$ cat src/rtl/sobel_edge_detect_pkg.sv
// rtl/sobel_edge_detect_pkg.sv - shared widths, latency and helpers for the Sobel edge stage
package sobel_edge_detect_pkg;

  localparam int SOBEL_LAT = 3;
  localparam int PSUM_W    = 10;
  localparam int GRAD_W    = 11;
  localparam int MAG_W     = 11;

  localparam logic [7:0] EDGE_ON  = 8'd255;
  localparam logic [7:0] EDGE_OFF = 8'd0;

  // One side of a Sobel kernel: outer taps weight 1, centre tap weight 2.
  function automatic logic [PSUM_W-1:0] weighted_sum(input logic [7:0] a,
                                                     input logic [7:0] b,
                                                     input logic [7:0] c);
    return {2'b00, a} + {1'b0, b, 1'b0} + {2'b00, c};
  endfunction

  function automatic logic [7:0] sat8(input logic [MAG_W-1:0] m);
    return (m > MAG_W'(255)) ? 8'hFF : m[7:0];
  endfunction

endpackage

$ cat src/rtl/sobel_edge_detect_abs.sv
// rtl/sobel_edge_detect_abs.sv - registered absolute difference of two kernel partial sums
module sobel_abs_diff
  import sobel_edge_detect_pkg::*;
(
  input  logic              video_clk,
  input  logic              rst,
  input  logic [PSUM_W-1:0] a,
  input  logic [PSUM_W-1:0] b,
  output logic [PSUM_W-1:0] abs_diff
);

  logic signed [GRAD_W-1:0] diff;

  assign diff = signed'({1'b0, a}) - signed'({1'b0, b});

  // |diff| never exceeds 1020, so negating the low bits alone is exact.
  always_ff @(posedge video_clk or posedge rst) begin
    if (rst) begin
      abs_diff <= '0;
    end else if (diff[GRAD_W-1]) begin
      abs_diff <= ~diff[PSUM_W-1:0] + PSUM_W'(1);
    end else begin
      abs_diff <= diff[PSUM_W-1:0];
    end
  end

endmodule

$ cat src/rtl/sobel_edge_detect.sv
// rtl/sobel_edge_detect.sv - 3-stage Sobel magnitude, thresholding and border blanking
module sobel_edge_detect
  import sobel_edge_detect_pkg::*;
#(
  parameter int         IMG_WIDTH  = 1920,
  parameter int         IMG_HEIGHT = 1080,
  parameter logic [7:0] DEF_THRESH = 8'd64
) (
  input  logic       video_clk,
  input  logic       rst,
  input  logic       matrix_de,
  input  logic       matrix_vs,
  input  logic [7:0] matrix11,
  input  logic [7:0] matrix12,
  input  logic [7:0] matrix13,
  input  logic [7:0] matrix21,
  input  logic [7:0] matrix22,
  input  logic [7:0] matrix23,
  input  logic [7:0] matrix31,
  input  logic [7:0] matrix32,
  input  logic [7:0] matrix33,
  input  logic [7:0] thresh,
  output logic       edge_de,
  output logic       edge_vs,
  output logic [7:0] edge_data,
  output logic [7:0] edge_mag
);

  localparam logic [10:0] X_LAST = 11'(IMG_WIDTH - 1);
  localparam logic [10:0] Y_LAST = 11'(IMG_HEIGHT - 1);

  logic [SOBEL_LAT-1:0] de_pipe;
  logic [SOBEL_LAT-1:0] vs_pipe;
  logic [PSUM_W-1:0]    gx_pos, gx_neg, gy_pos, gy_neg;
  logic [PSUM_W-1:0]    abs_gx, abs_gy;
  logic [MAG_W-1:0]     mag;
  logic [7:0]           thresh_r;
  logic [10:0]          x_cnt, y_cnt, x_cur, y_cur;
  logic                 locked, vs_rise, s2_valid, border;

  assign s2_valid = de_pipe[SOBEL_LAT-2];
  assign vs_rise  = vs_pipe[SOBEL_LAT-2] & ~vs_pipe[SOBEL_LAT-1];
  assign edge_de  = de_pipe[SOBEL_LAT-1];
  assign edge_vs  = vs_pipe[SOBEL_LAT-1];

  // S1: kernel partial sums; bubbles carry zeros.
  always_ff @(posedge video_clk or posedge rst) begin
    if (rst) begin
      de_pipe <= '0;
      vs_pipe <= '0;
      gx_pos  <= '0;
      gx_neg  <= '0;
      gy_pos  <= '0;
      gy_neg  <= '0;
    end else begin
      de_pipe <= {de_pipe[SOBEL_LAT-2:0], matrix_de};
      vs_pipe <= {vs_pipe[SOBEL_LAT-2:0], matrix_vs};
      if (matrix_de) begin
        gx_pos <= weighted_sum(matrix13, matrix23, matrix33);
        gx_neg <= weighted_sum(matrix11, matrix21, matrix31);
        gy_pos <= weighted_sum(matrix31, matrix32, matrix33);
        gy_neg <= weighted_sum(matrix11, matrix12, matrix13);
      end else begin
        gx_pos <= '0;
        gx_neg <= '0;
        gy_pos <= '0;
        gy_neg <= '0;
      end
    end
  end

  // S2: gradient magnitudes.
  sobel_abs_diff u_abs_gx (
    .video_clk (video_clk),
    .rst       (rst),
    .a         (gx_pos),
    .b         (gx_neg),
    .abs_diff  (abs_gx)
  );

  sobel_abs_diff u_abs_gy (
    .video_clk (video_clk),
    .rst       (rst),
    .a         (gy_pos),
    .b         (gy_neg),
    .abs_diff  (abs_gy)
  );

  assign mag = MAG_W'(abs_gx) + MAG_W'(abs_gy);

  // Threshold is frame-stable: only a rising matrix_vs reloads it.
  always_ff @(posedge video_clk or posedge rst) begin
    if (rst) begin
      thresh_r <= DEF_THRESH;
    end else if (matrix_vs && !vs_pipe[0]) begin
      thresh_r <= thresh;
    end
  end

  // Coordinate of the pixel entering S3; a coincident vs edge makes it (0,0).
  always_comb begin
    x_cur  = vs_rise ? '0 : x_cnt;
    y_cur  = vs_rise ? '0 : y_cnt;
    border = locked && ((x_cur == '0) || (x_cur == X_LAST) ||
                        (y_cur == '0) || (y_cur == Y_LAST));
  end

  // Until the first vs edge after reset the position is unknown, so no blanking.
  always_ff @(posedge video_clk or posedge rst) begin
    if (rst) begin
      x_cnt  <= '0;
      y_cnt  <= '0;
      locked <= 1'b0;
    end else begin
      if (vs_rise) begin
        locked <= 1'b1;
      end
      if (s2_valid) begin
        if (x_cur == X_LAST) begin
          x_cnt <= '0;
          y_cnt <= (y_cur == Y_LAST) ? '0 : y_cur + 11'd1;
        end else begin
          x_cnt <= x_cur + 11'd1;
          y_cnt <= y_cur;
        end
      end else if (vs_rise) begin
        x_cnt <= '0;
        y_cnt <= '0;
      end
    end
  end

  // S3: saturated magnitude and binary edge, zeroed on bubbles and borders.
  always_ff @(posedge video_clk or posedge rst) begin
    if (rst) begin
      edge_data <= EDGE_OFF;
      edge_mag  <= EDGE_OFF;
    end else if (s2_valid && !border) begin
      edge_mag  <= sat8(mag);
      edge_data <= (mag >= MAG_W'(thresh_r)) ? EDGE_ON : EDGE_OFF;
    end else begin
      edge_data <= EDGE_OFF;
      edge_mag  <= EDGE_OFF;
    end
  end

endmodule
$ cat config.mk
export PLATFORM = sky130hd
export DESIGN_NAME = sobel_edge_detect
export DESIGN_NICKNAME = d
export VERILOG_FILES = /design/src/rtl/sobel_edge_detect_pkg.sv /design/src/rtl/sobel_edge_detect_abs.sv /design/src/rtl/sobel_edge_detect.sv
export SDC_FILE = /design/constraint.sdc
export NUM_CORES = 1
export LEC_CHECK = 0
export CAP_MARGIN = 5
export CELL_PAD_IN_SITES_DETAIL_PLACEMENT = 0
export CELL_PAD_IN_SITES_GLOBAL_PLACEMENT = 1
export CORE_UTILIZATION = 39
export CTS_CLUSTER_SIZE = 20
export DETAILED_ROUTE_END_ITERATION = 8
export PLACE_DENSITY_LB_ADDON = 0.1
export SETUP_SLACK_MARGIN = 0.3
export SYNTH_ARGS = -nofsm -noshare
export SYNTH_HDL_FRONTEND = slang
export SYNTH_SLANG_ARGS = --single-unit
export TNS_END_PERCENT = 1
$ cat constraint.sdc
create_clock -name video_clk -period 3.82 [get_ports video_clk]
set_clock_uncertainty 0.1 [all_clocks]
set_input_delay 0.573 -clock video_clk [delete_from_list [all_inputs] [get_ports video_clk]]
set_output_delay 0.573 -clock video_clk [all_outputs]
set_load 0.05 [all_outputs]
==> results by group <==
Clocking
  – Clock transition at the registers of the reported paths: 0.06 ns
  – Root Buffer: clkbuf_16
  – CTS buffer count: 9
  – Buffers inserted by post-CTS timing repair: 0
  – H-tree Lvls: 3
  – Worst skew pair latency: 0.35 ns
  – # hold bufs at CTS: 0
  – Post-CTS Resized: 0
  – CTS tree: built
  – Clock buffer depth: 2
  – CTS sink cnt: about 110

Synthesis
  – Post-synthesis mux area share: less than 1%
  – Simple-Gate Fraction of Synth Area: between 10% and 20%
  – Post-Synthesis Cells: approximately 760
  – Mapped cell area: ~7500 µm²
  – Ys Warns: 0
  – Most instantiated cells after synthesis: dfrtp_1, ha_1, nor2_1
  – Area contributors post-synth: dfrtp_1, ha_1, fa_1
  – Post-Syn Area per Cell: 9.883 µm²
  – Ys flop type: dfrtp_1
  – Post-synth EDFFs: 0
  – Share of the yosys chip area belonging to registers: roughly a third
  – Largest family of logic cells by synthesized area: adder cells
  – Synth cell types: 59
  – Post-synthesis adder-cell area fraction: 22.57%
  – Synth Area in XOR/XNOR: under 10%
  – Synthesized Nets: 962
  – Most frequent cell after synthesis: dfrtp_1
  – Synth top area share: between 30% and 40%
  – Leading area contributor after synthesis: dfrtp_1
  – Synth Register Bits: approximately 110
  – Async set-or-reset flop fraction in the synthesized netlist: 100.0%
  – Compound-Gate Fraction of Synth Area: around an eighth

GRT
  – First-pass GRT wire length: about 27000 µm
  – Initial antenna violation count: 0
  – GRT overflow: 0
  – Vias in the first global route: ~5600
  – Pin count of the biggest net entering global routing: 61
  – All-layer global routing usage: 17.46%

STA
  – Max-Slew Margin vs Limit: 46.76%
  – Unrepaired setup endpoints after global routing: false
  – Max Transition Viols Final: 0
  – Tightest Pin Transition: 0.7939 ns
  – Fin crit share: around 84%
  – Minimum clock period: 3.204 ns
  – Fin Setup TNS: 0 ns
  – F_max: roughly 310 MHz
  – Number of setup violations in the final report: 0
  – Fin. Hold Viols: 0

Floorplanning
  – Die X: 141.1 µm
  – Die Ht: 141.1 µm
  – Num rows: 50
  – I/O pin count: 102
  – Die area: ~20000 µm²
  – CORE AREA: 18830 µm²
  – Initial Util: about two fifths

Drt
  – Vias/cell: around 4.9
  – Vias: about 5500
  – WL final: between 15000 and 20000 µm
  – WL/cell: about 14 µm
  – Iter 0 DRT Violations: 214
  – Drt pass-1 iters: 4
  – DRT antenna net count: 0
  – # DRC: 0

Setup path
  – Worst setup EP type: register
  – RR Startpoint: gy_pos[0]
  – Critical path type: primary input to register
  – Critical path startpoint: matrix11[1]
  – CP Data Arrival Time: between 3 and 4 ns
  – Crit path capture: gx_neg[9]
  – Worst setup SP type: primary input
  – Max FO, Critical Path: 2
  – R2R Setup Slk: 0.81 ns
  – Worst reg2reg path endpoint: u_abs_gy.abs_diff[9]
  – Worst Reg-to-Reg Cells: 10
  – Critical Path RT: roughly 4.0 ns

Run status
  – Status: complete, no violations

Final layout
  – Antenna diodes: 0
  – Layout area overhead: 19.50%
  – Cell area after layout: 9011 µm²
  – Final cell count without fillers: 1118
  – Share of layout cells above drive strength 1: 3.613%
  – Fill count: about 1700
  – Nets: 1052

Worst hold path
  – Hold/Removal Path Class: register to register
  – Hold path cells: 0

Power
  – Sw Ratio: around two fifths
  – Gate power share: a little under three fifths
  – Design Power: approximately 0.0052 W
  – Int Pwr: roughly 0.0031 W
  – Sequential share of power: between 20% and 30%
  – Leakage: ~4 nW
  – Max VDD drop: between 200 and 250 µV
  – Clock Power Share: approximately 16%
  – Pwr Density: 580.8 nW/µm²
  – P_sw: 0.002123 W

Placement
  – GPL Wtd Cong: between 0.8 and 0.9
  – Placed insts: approximately 1100
  – Number of buffers added on ports: 93
  – Placed instance area: 8743 µm²
  – Dpl hpwl: around 13000 µm

Run
  – Max cap viols: 0
[stage by stage]
stage	hold slack [ns]	worst slack [ns]	util [%]
after global routing	0.2735	0.4357	47.85
after global placement	0.2314	0.2782	46.43
after CTS	0.2502	0.6047	47.85
final	0.2484	0.6155	47.85
after detailed placement	0.2347	0.2534	46.43
after floorplan	0.2312	0.3598	-
[worst min-delay path by stage]
stage	start	endpoint	slack, ns
2_1_floorplan	de_pipe[0]	de_pipe[1]	0.23
3_3_place_gp	de_pipe[0]	de_pipe[1]	0.23
3_5_place_dp	de_pipe[0]	de_pipe[1]	0.23
4_1_cts	de_pipe[0]	de_pipe[1]	0.25
5_1_grt	de_pipe[0]	de_pipe[1]	0.27
6_report	de_pipe[0]	de_pipe[1]	0.25
[cell usage in the layout, fill, tap and decap left out, types with 6 or more instances in the layout]
master	instances
a21oi_1	51
and2_1	15
inv_1	66
nand2b_1	9
o21ai_0	34
ha_1	80
a211oi_1	6
nand3_1	14
a21o_1	12
nand2_1	43
xor2_1	29
clkdlybuf4s50_1	93
nor3_1	22
and3_1	12
o21bai_1	11
xnor2_1	34
clkbuf_16	9
nor3b_1	11
nor2_1	71
fa_1	35
nor2b_1	9
dfrtp_1	105
[registers in the layout (all words and copies together) (netlist names), 3 cells and up]
name	flops
gx_neg	10
gy_neg	10
x_cnt	11
thresh_r	8
y_cnt	11
gx_pos	10
u_abs_gy.abs_diff	10
u_abs_gx.abs_diff	10
edge_mag	8
vs_pipe	3
gy_pos	10
de_pipe	3
[area by class of cell]
class / instances / area [µm²] / area share [%]
tap: 260 / 325.3 / 3.610
clock inverter: 3 / 17.52 / 0.1944
sequential: 106 / 2654 / 29.45
timing repair buffer: 99 / 988.4 / 10.97
clock buffer: 13 / 250.2 / 2.777
multi-input combinational: 570 / 4522 / 50.18
inverter: 67 / 254.0 / 2.819
[worst max-delay path, cell delays in order]
cell and delay, ns:
clkdlybuf4s50_1 0.50, fa_1 0.53, ha_1 0.24, fa_1 0.41, a21o_1 0.20, a21oi_1 0.30, o21bai_1 0.11, a21oi_1 0.22
o21ai_0 0.10, o211a_1 0.13
[routing by layer]
metal  up-vias  global-route usage (%)  part of all wire, %
met2       112                   32.08                   50
met3        16                   2.582                  3.3
met4         0                   5.950                  1.6
met5         -                       0                    0
met1      2533                   20.76                   45
li1       2802                       -                    -
[kinds of logic (layout without fill, tap and decap cells)]
kind of cell | Yosys count | after routing
AND/OR/NAND/NOR | 237 | 237
AO/OA/AOI/OAI | 150 | 150
buffers and inverters | 87 | 182
multiplexers | 5 | 5
adder cells (fa/ha/maj) | 115 | 115
flip-flops | 106 | 106
XOR/XNOR | 63 | 63
[power groups by stage]
| stage | combinational (W) | sequential [W] | clock (W) |
|---|---|---|---|
| 3_5_place_dp | 0.00296 | 0.00146 | 0 |
| 6_report | 0.00294 | 0.00143 | 0.000858 |
| 3_3_place_gp | 0.00289 | 0.00146 | 0 |
| 5_1_grt | 0.00335 | 0.00146 | 0.000929 |
| 4_1_cts | 0.00298 | 0.00144 | 0.000885 |
| 2_1_floorplan | 0.00230 | 0.00143 | 0 |
No activity file was read; power rests on OpenSTA's default activity.
